**src/rtl/opti_bypass.sv**
```systemverilog
// Execute-stage operand bypass/select: forwards the ALU result onto rs1/rs2,
// picks the ALU operands, supplies store data and branch compare flags.
// Optional macro OPTI_CMP_REG_EN registers Breq/Brlt (one cycle of latency).
module opti_bypass #(
   parameter int XLEN = 32
) (
   input  logic            clk,
   input  logic            rst,
   input  logic            A1_sel,
   input  logic            B1_sel,
   input  logic            A2_sel,
   input  logic            B2_sel,
   input  logic            Brun,
   input  logic [XLEN-1:0] reg_rs1,
   input  logic [XLEN-1:0] reg_rs2,
   input  logic [XLEN-1:0] alu,
   input  logic [XLEN-1:0] pc,
   input  logic [XLEN-1:0] imm,
   output logic            Breq,
   output logic            Brlt,
   output logic [XLEN-1:0] reg1,
   output logic [XLEN-1:0] reg2,
   output logic [XLEN-1:0] data_w
);

   logic [XLEN-1:0] fwd_rs1;
   logic [XLEN-1:0] fwd_rs2;
   logic            breq_d;
   logic            brlt_d;

   // Per-bit two-way selects; a known select never lets the unused leg through.
   for (genvar gi = 0; gi < XLEN; gi++) begin : g_mux
      assign fwd_rs1[gi] = A1_sel ? alu[gi]     : reg_rs1[gi];
      assign fwd_rs2[gi] = B1_sel ? alu[gi]     : reg_rs2[gi];
      assign reg1[gi]    = A2_sel ? pc[gi]      : fwd_rs1[gi];
      assign reg2[gi]    = B2_sel ? imm[gi]     : fwd_rs2[gi];
   end

   // Store data is always the forwarded rs2, independent of the operand-B select.
   assign data_w = fwd_rs2;

   always_comb begin
      breq_d = (fwd_rs1 == fwd_rs2);
      brlt_d = 1'b0;
      if (Brun) begin
         brlt_d = (fwd_rs1 < fwd_rs2);
      end else begin
         brlt_d = ($signed(fwd_rs1) < $signed(fwd_rs2));
      end
   end

`ifdef OPTI_CMP_REG_EN
   logic breq_q;
   logic brlt_q;

   always_ff @(posedge clk) begin
      if (rst) begin
         breq_q <= 1'b0;
         brlt_q <= 1'b0;
      end else begin
         breq_q <= breq_d;
         brlt_q <= brlt_d;
      end
   end

   assign Breq = breq_q;
   assign Brlt = brlt_q;
`else
   // Purely combinational build: clock and reset are intentionally unused.
   logic unused_clk_rst;
   assign unused_clk_rst = clk ^ rst;

   assign Breq = breq_d;
   assign Brlt = brlt_d;
`endif

endmodule

```
**config.mk**
```make
export PLATFORM = sky130hd
export DESIGN_NAME = opti_bypass
export DESIGN_NICKNAME = d
export VERILOG_FILES = /design/src/rtl/opti_bypass.sv
export SDC_FILE = /design/constraint.sdc
export NUM_CORES = 1
export LEC_CHECK = 0
export CAP_MARGIN = 20
export CELL_PAD_IN_SITES_DETAIL_PLACEMENT = 0
export CELL_PAD_IN_SITES_GLOBAL_PLACEMENT = 2
export CORE_UTILIZATION = 12
export DETAILED_ROUTE_END_ITERATION = 12
export PLACE_DENSITY = 0.9
export SLEW_MARGIN = 20
export SYNTH_ARGS = -nofsm -noshare
export SYNTH_HDL_FRONTEND = slang
export SYNTH_SLANG_ARGS = --single-unit
```
**constraint.sdc**
```tcl
create_clock -name vclk -period 2.4
set_input_delay 0.24 -clock vclk [all_inputs]
set_output_delay 0.24 -clock vclk [all_outputs]
set_load 0.01 [all_outputs]
```
==> impl_metrics.json, run 1 <==
{
  "status": "finished with violations",
  "violations": "setup timing",
  "synth_top_family_by_area": "multiplexers",
  "grt_pass1_vias": 3612,
  "routed_via_density": 3.84,
  "hold_class": "in -> out",
  "timing.final.hold_violations": 0,
  "synthSimpleGateAreaFrac_pct": 5.54,
  "rows": 50,
  "slew_violations": 0,
  "grt_max_degree": 33,
  "post-place-ws_ps": -948,
  "synth_nets": 455,
  "track_usage_pct": 12.3,
  "synth.mux.area_fraction_pct": 61.8,
  "hpwlAfterDp_um": 10800,
  "globalplace.congestion": 0.777,
  "end_kind": "output pin",
  "die_h_um": 141,
  "fmax_mhz": 372,
  "seq_cells": 0,
  "fin_area_um2": 6340,
  "cts_hold_buf": 0,
  "n_antenna_cell": 0,
  "power_density_nw_per_um2": 228,
  "path_class": "in -> out",
  "ys_warn_count": 0,
  "synth_most_common_cell": "mux2_2",
  "syn_area_um2": 2330,
  "setup_ws_ps": -290,
  "dp.cells": 820,
  "drive_above_1_share_pct": 43.8,
  "ys_types": 28,
  "period_share_pct": 112,
  "worstPathArrival_ps": 2450,
  "die_w_um": 141,
  "ant_nets": 0,
  "dr.pass1.iters": 3,
  "antenna_found_initial": 0,
  "ys_seq_area_share_pct": 0,
  "synthTopCellsByCount": "mux2_2 (123), inv_1 (33), ha_1 (32)",
  "yosys-top-cells-area": "mux2_2 (60%), ha_1 (17%), inv_1 (5.3%)",
  "period_minus_slack_ps": 2690,
  "drt_wl_total_um": 12900,
  "drc_errors": 0,
  "hold_ws_ps": 1260,
  "synth.avg_cell_area_um2": 9.09,
  "start_util_pct": 12.4,
  "grt_overflow": 0,
  "placed_area_um2": 5740,
  "syn2layout_area_growth_pct": 173,
  "yosysTopAreaCellShare_pct": 59.5,
  "rsz0062_at_grt": "true",
  "synth_top_area_cell": "mux2_2",
  "wl_per_cell_um": 15.5,
  "synth_xor_area_share_pct": 0,
  "synth_fa_ha_area_share_pct": 17.2,
  "cap_viol_max_count": 0,
  "synth_compound_area_share_pct": 7.15,
  "portBuffers": 263,
  "dieArea_um2": 20000,
  "ir_worst_vdd_v": 0.0000865,
  "grt_pass1_wl_um": 19500,
  "drtIter0Drc": 19,
  "max-slew-margin-rel_pct": 79.1,
  "totalPowerFinal_w": 0.00144,
  "worstPathRequired_ps": 2160,
  "seq_area_um2": 0,
  "vias": 3218,
  "fin_nets": 778,
  "syn_inst": 256,
  "cp_max_fo": 2,
  "static-leakage-power_nw": 2.68,
  "layoutNonFillerInstCount": 837,
  "cp-start-kind": "input port",
  "nClkBuffers": 0,
  "io_pins": 265,
  "tightest_slew_ps": 313,
  "report.final.setup_viol": 2,
  "core_um2": 18800
}
cell usage in the layout (no fill, tap or decap), types with 2 or more instances in the layout:
cell type	synthesis	routed
buf_2	7	3
a21o_1	2	2
a221oi_2	1	2
a21oi_1	10	8
inv_4	0	2
nand2_1	8	7
nor2_1	2	2
dlygate4sd2_1	0	35
nor4_4	0	2
mux2i_1	2	2
ha_1	32	10
a221o_1	2	2
buf_12	0	11
ha_4	0	22
mux2_4	0	31
buf_4	0	63
inv_1	33	19
nand4_1	5	5
nand3_1	4	4
mux2_2	123	94
inv_2	0	12
clkdlybuf4s50_1	0	221
logic make-up after synthesis:
family	count (synthesis)
and+or+nand+nor	24
AOI/OAI and AO/OA	23
buffers and inverters	49
adders and majority gates	32
muxes	128
path summary, 6_finish.rpt:
path,from,to,slack [ps],cells past startpoint
setup / recovery,alu[5],Brlt,-290,10
hold / removal,Brun,Brlt,1260,3
critical path: stages:
cell and delay (ps):
clkdlybuf4s50_1 430, mux2_4 290, inv_2 70, ha_4 200, a21oi_2 130, o21ai_2 70
a221o_1 350, o31a_1 350, o32ai_2 140, buf_2 180
cell type report:
cell class | count | area, µm²
Multi-Input combinational cell | 207 | 2600
Tap cell | 260 | 325
Inverter | 33 | 129
Timing Repair Buffer | 337 | 3290
Fill cell | 1916 | 12500
layer usage:
metal / global-route usage [%] / wire length [µm] / vias up
li1: - / - / 1589
met1: 13.9 / 5200 / 1497
met5: 0 / 0 / -
met3: 1.38 / 658 / 2
met2: 25.3 / 7060 / 130
met4: 0.458 / 27 / 0
power by group:
part / internal [W] / switching, W / total (W)
logic: 0.000919 / 0.000525 / 0.00144
clock network: 0 / 0 / 0
registers: 0 / 0 / 0
total: 0.000919 / 0.000525 / 0.00144
per-stage QoR:
stage                     util (%)  setup TNS (ps)
after detailed placement      30.5           -1780
after global routing          33.7            -665
after CTS                     33.5            -372
final                         33.7            -439
after global placement        30.5           -1790
after floorplan                  -               0
what timing repair did:
item                                    CTS  global route
cloned                                    1             0
gates resized for setup                 134             1
endpoints found under the setup margin    2             2
pin swaps                                31             7
buffers inserted                         12             4
Power figures use the tool's default switching activity.
==> run 2: changes to the inputs <==
--- a/config.mk
+++ b/config.mk
@@ -8,9 +8,10 @@
 export CAP_MARGIN = 20
 export CELL_PAD_IN_SITES_DETAIL_PLACEMENT = 0
 export CELL_PAD_IN_SITES_GLOBAL_PLACEMENT = 2
-export CORE_UTILIZATION = 12
+export CORE_UTILIZATION = 13
 export DETAILED_ROUTE_END_ITERATION = 12
-export PLACE_DENSITY = 0.9
+export GPL_ROUTABILITY_DRIVEN = 0
+export PLACE_DENSITY = 0.92
 export SLEW_MARGIN = 20
 export SYNTH_ARGS = -nofsm -noshare
 export SYNTH_HDL_FRONTEND = slang
==> constraint.sdc (replaced) <==
create_clock -name vclk -period 2.5
set_input_delay 0.25 -clock vclk [all_inputs]
set_output_delay 0.25 -clock vclk [all_outputs]
set_load 0.01 [all_outputs]
==> run 2 against run 1 <==
The run still ends with setup timing left. First-iteration DRC count grew 140%. Via count rose by 1.8%. Clock-buffer cell count unchanged. Critical path depth unchanged. Cell count fell by 3.1%. Highest routed layer unchanged.
==> impl_metrics.json, run 2 (synthesized netlist as in run 1, its figures left out) <==
{
  "drc_errors": 0,
  "startpoint": "alu[7]",
  "max-slew-margin-rel_pct": 73.6,
  "rsz0062_at_grt": "true",
  "hold_ws_ps": 1290,
  "track_usage_pct": 13.5,
  "io_pins": 265,
  "fin_nets": 787,
  "cap_viol_max_count": 0,
  "timing.final.hold_violations": 0,
  "grt_pass1_vias": 3664,
  "multi_input_area_um2": 2540,
  "static-leakage-power_nw": 2.73,
  "ant_nets": 0,
  "setup_tns_ps": -359,
  "drt_wl_total_um": 13200,
  "totalPowerFinal_w": 0.00138,
  "grt_max_degree": 33,
  "dr.pass1.iters": 4,
  "post-place-ws_ps": -965,
  "worstPathRequired_ps": 2250,
  "routed_via_density": 4.04,
  "hpwlAfterDp_um": 10800,
  "seq_area_um2": 0,
  "period_minus_slack_ps": 2790,
  "final_cell_mix": "clkdlybuf4s50_1 (223), mux2_2 (92), buf_4 (71), mux2_4 (33), dlygate4sd2_1 (32)",
  "rows": 48,
  "period_share_pct": 111,
  "critPathMaxStageDelay_ps": 420,
  "start_util_pct": 13.4,
  "cts_hold_buf": 0,
  "dieArea_um2": 18400,
  "wl_per_cell_um": 16.2,
  "grt_overflow": 0,
  "path_class": "in -> out",
  "tightest_slew_ps": 385,
  "hold_class": "in -> out",
  "nClkBuffers": 0,
  "grt_pass1_wl_um": 19500,
  "core_um2": 17400,
  "path_cells": "clkdlybuf4s50_1 -> mux2_2 -> inv_2 -> ha_4 -> a21oi_2 -> o21ai_2 -> a221o_1 -> o31a_1 -> o32ai_2 -> buf_2",
  "drive_above_1_share_pct": 44.9,
  "crit_end": "Brlt",
  "n_antenna_cell": 0,
  "violations": "setup timing",
  "setup_ws_ps": -286,
  "die_w_um": 136,
  "worstPathArrival_ps": 2540,
  "cp-start-kind": "input port",
  "cp_max_fo": 2,
  "die_h_um": 136,
  "drtIter0Drc": 46,
  "fmax_mhz": 359,
  "seq_cells": 0,
  "power_density_nw_per_um2": 219,
  "status": "finished with violations",
  "antenna_found_initial": 0,
  "slowest_stage": "clkdlybuf4s50_1",
  "min_from": "Brun",
  "report.final.setup_viol": 2,
  "fillCellCount": 1759,
  "final_common_cell": "clkdlybuf4s50_1",
  "ir_worst_vdd_v": 0.0000796,
  "syn2layout_area_growth_pct": 170,
  "portBuffers": 263,
  "end_kind": "output pin",
  "slew_violations": 0,
  "vias": 3277
}
[run 2: worst max-delay path, delay by kind of cell]
kind / cells / cell delay [ps]
compound gates: 5 / 1100
fa+ha+maj: 1 / 200
buf+inv: 3 / 700
mux: 1 / 290
[run 2: worst min path at each step]
stage / cells past startpoint / slack [ps] / to
CTS: 3 / 1300 / Brlt
floorplan: 1 / 580 / Brlt
global placement: 4 / 1410 / reg1[0]
detailed placement: 4 / 1440 / reg1[0]
global route: 3 / 1300 / Brlt
finish: 3 / 1290 / Brlt
[run 2: what timing repair did]
| action | in CTS | in global routing |
|---|---|---|
| buffers inserted | 14 | 0 |
| cloned | 1 | 0 |
| setup endpoints to repair | 2 | 2 |
| resized for setup | 135 | 5 |
| pin swaps | 24 | 5 |
[run 2: report_power, final]
group / internal (W) / switching [W]
sequential: 0 / 0
clock: 0 / 0
combinational: 0.000880 / 0.000499
total: 0.000880 / 0.000499
[run 2: layout make-up]
cell class	instances	area share [%]
multi-input combinational	207	40.4
inverter	33	1.97
tap	225	4.47
timing repair buffer	346	53.2
[run 2: through the flow]
stage | util (%) | instances | area (µm²)
after floorplan | - | 256 | 2360
after global placement | 32.9 | 796 | 5740
after detailed placement | 32.9 | 796 | 5740
after CTS | 36.0 | 811 | 6270
after global routing | 36.1 | 811 | 6290
final | 36.1 | 811 | 6290
[run 2: layer usage]
metal,vias to the layer above,global-route usage [%],share of wire [%]
met5,-,0,0
met4,0,1.19,0.71
met3,4,1.12,5.6
met2,137,28.1,55
met1,1533,14.9,39
li1,1603,-,-
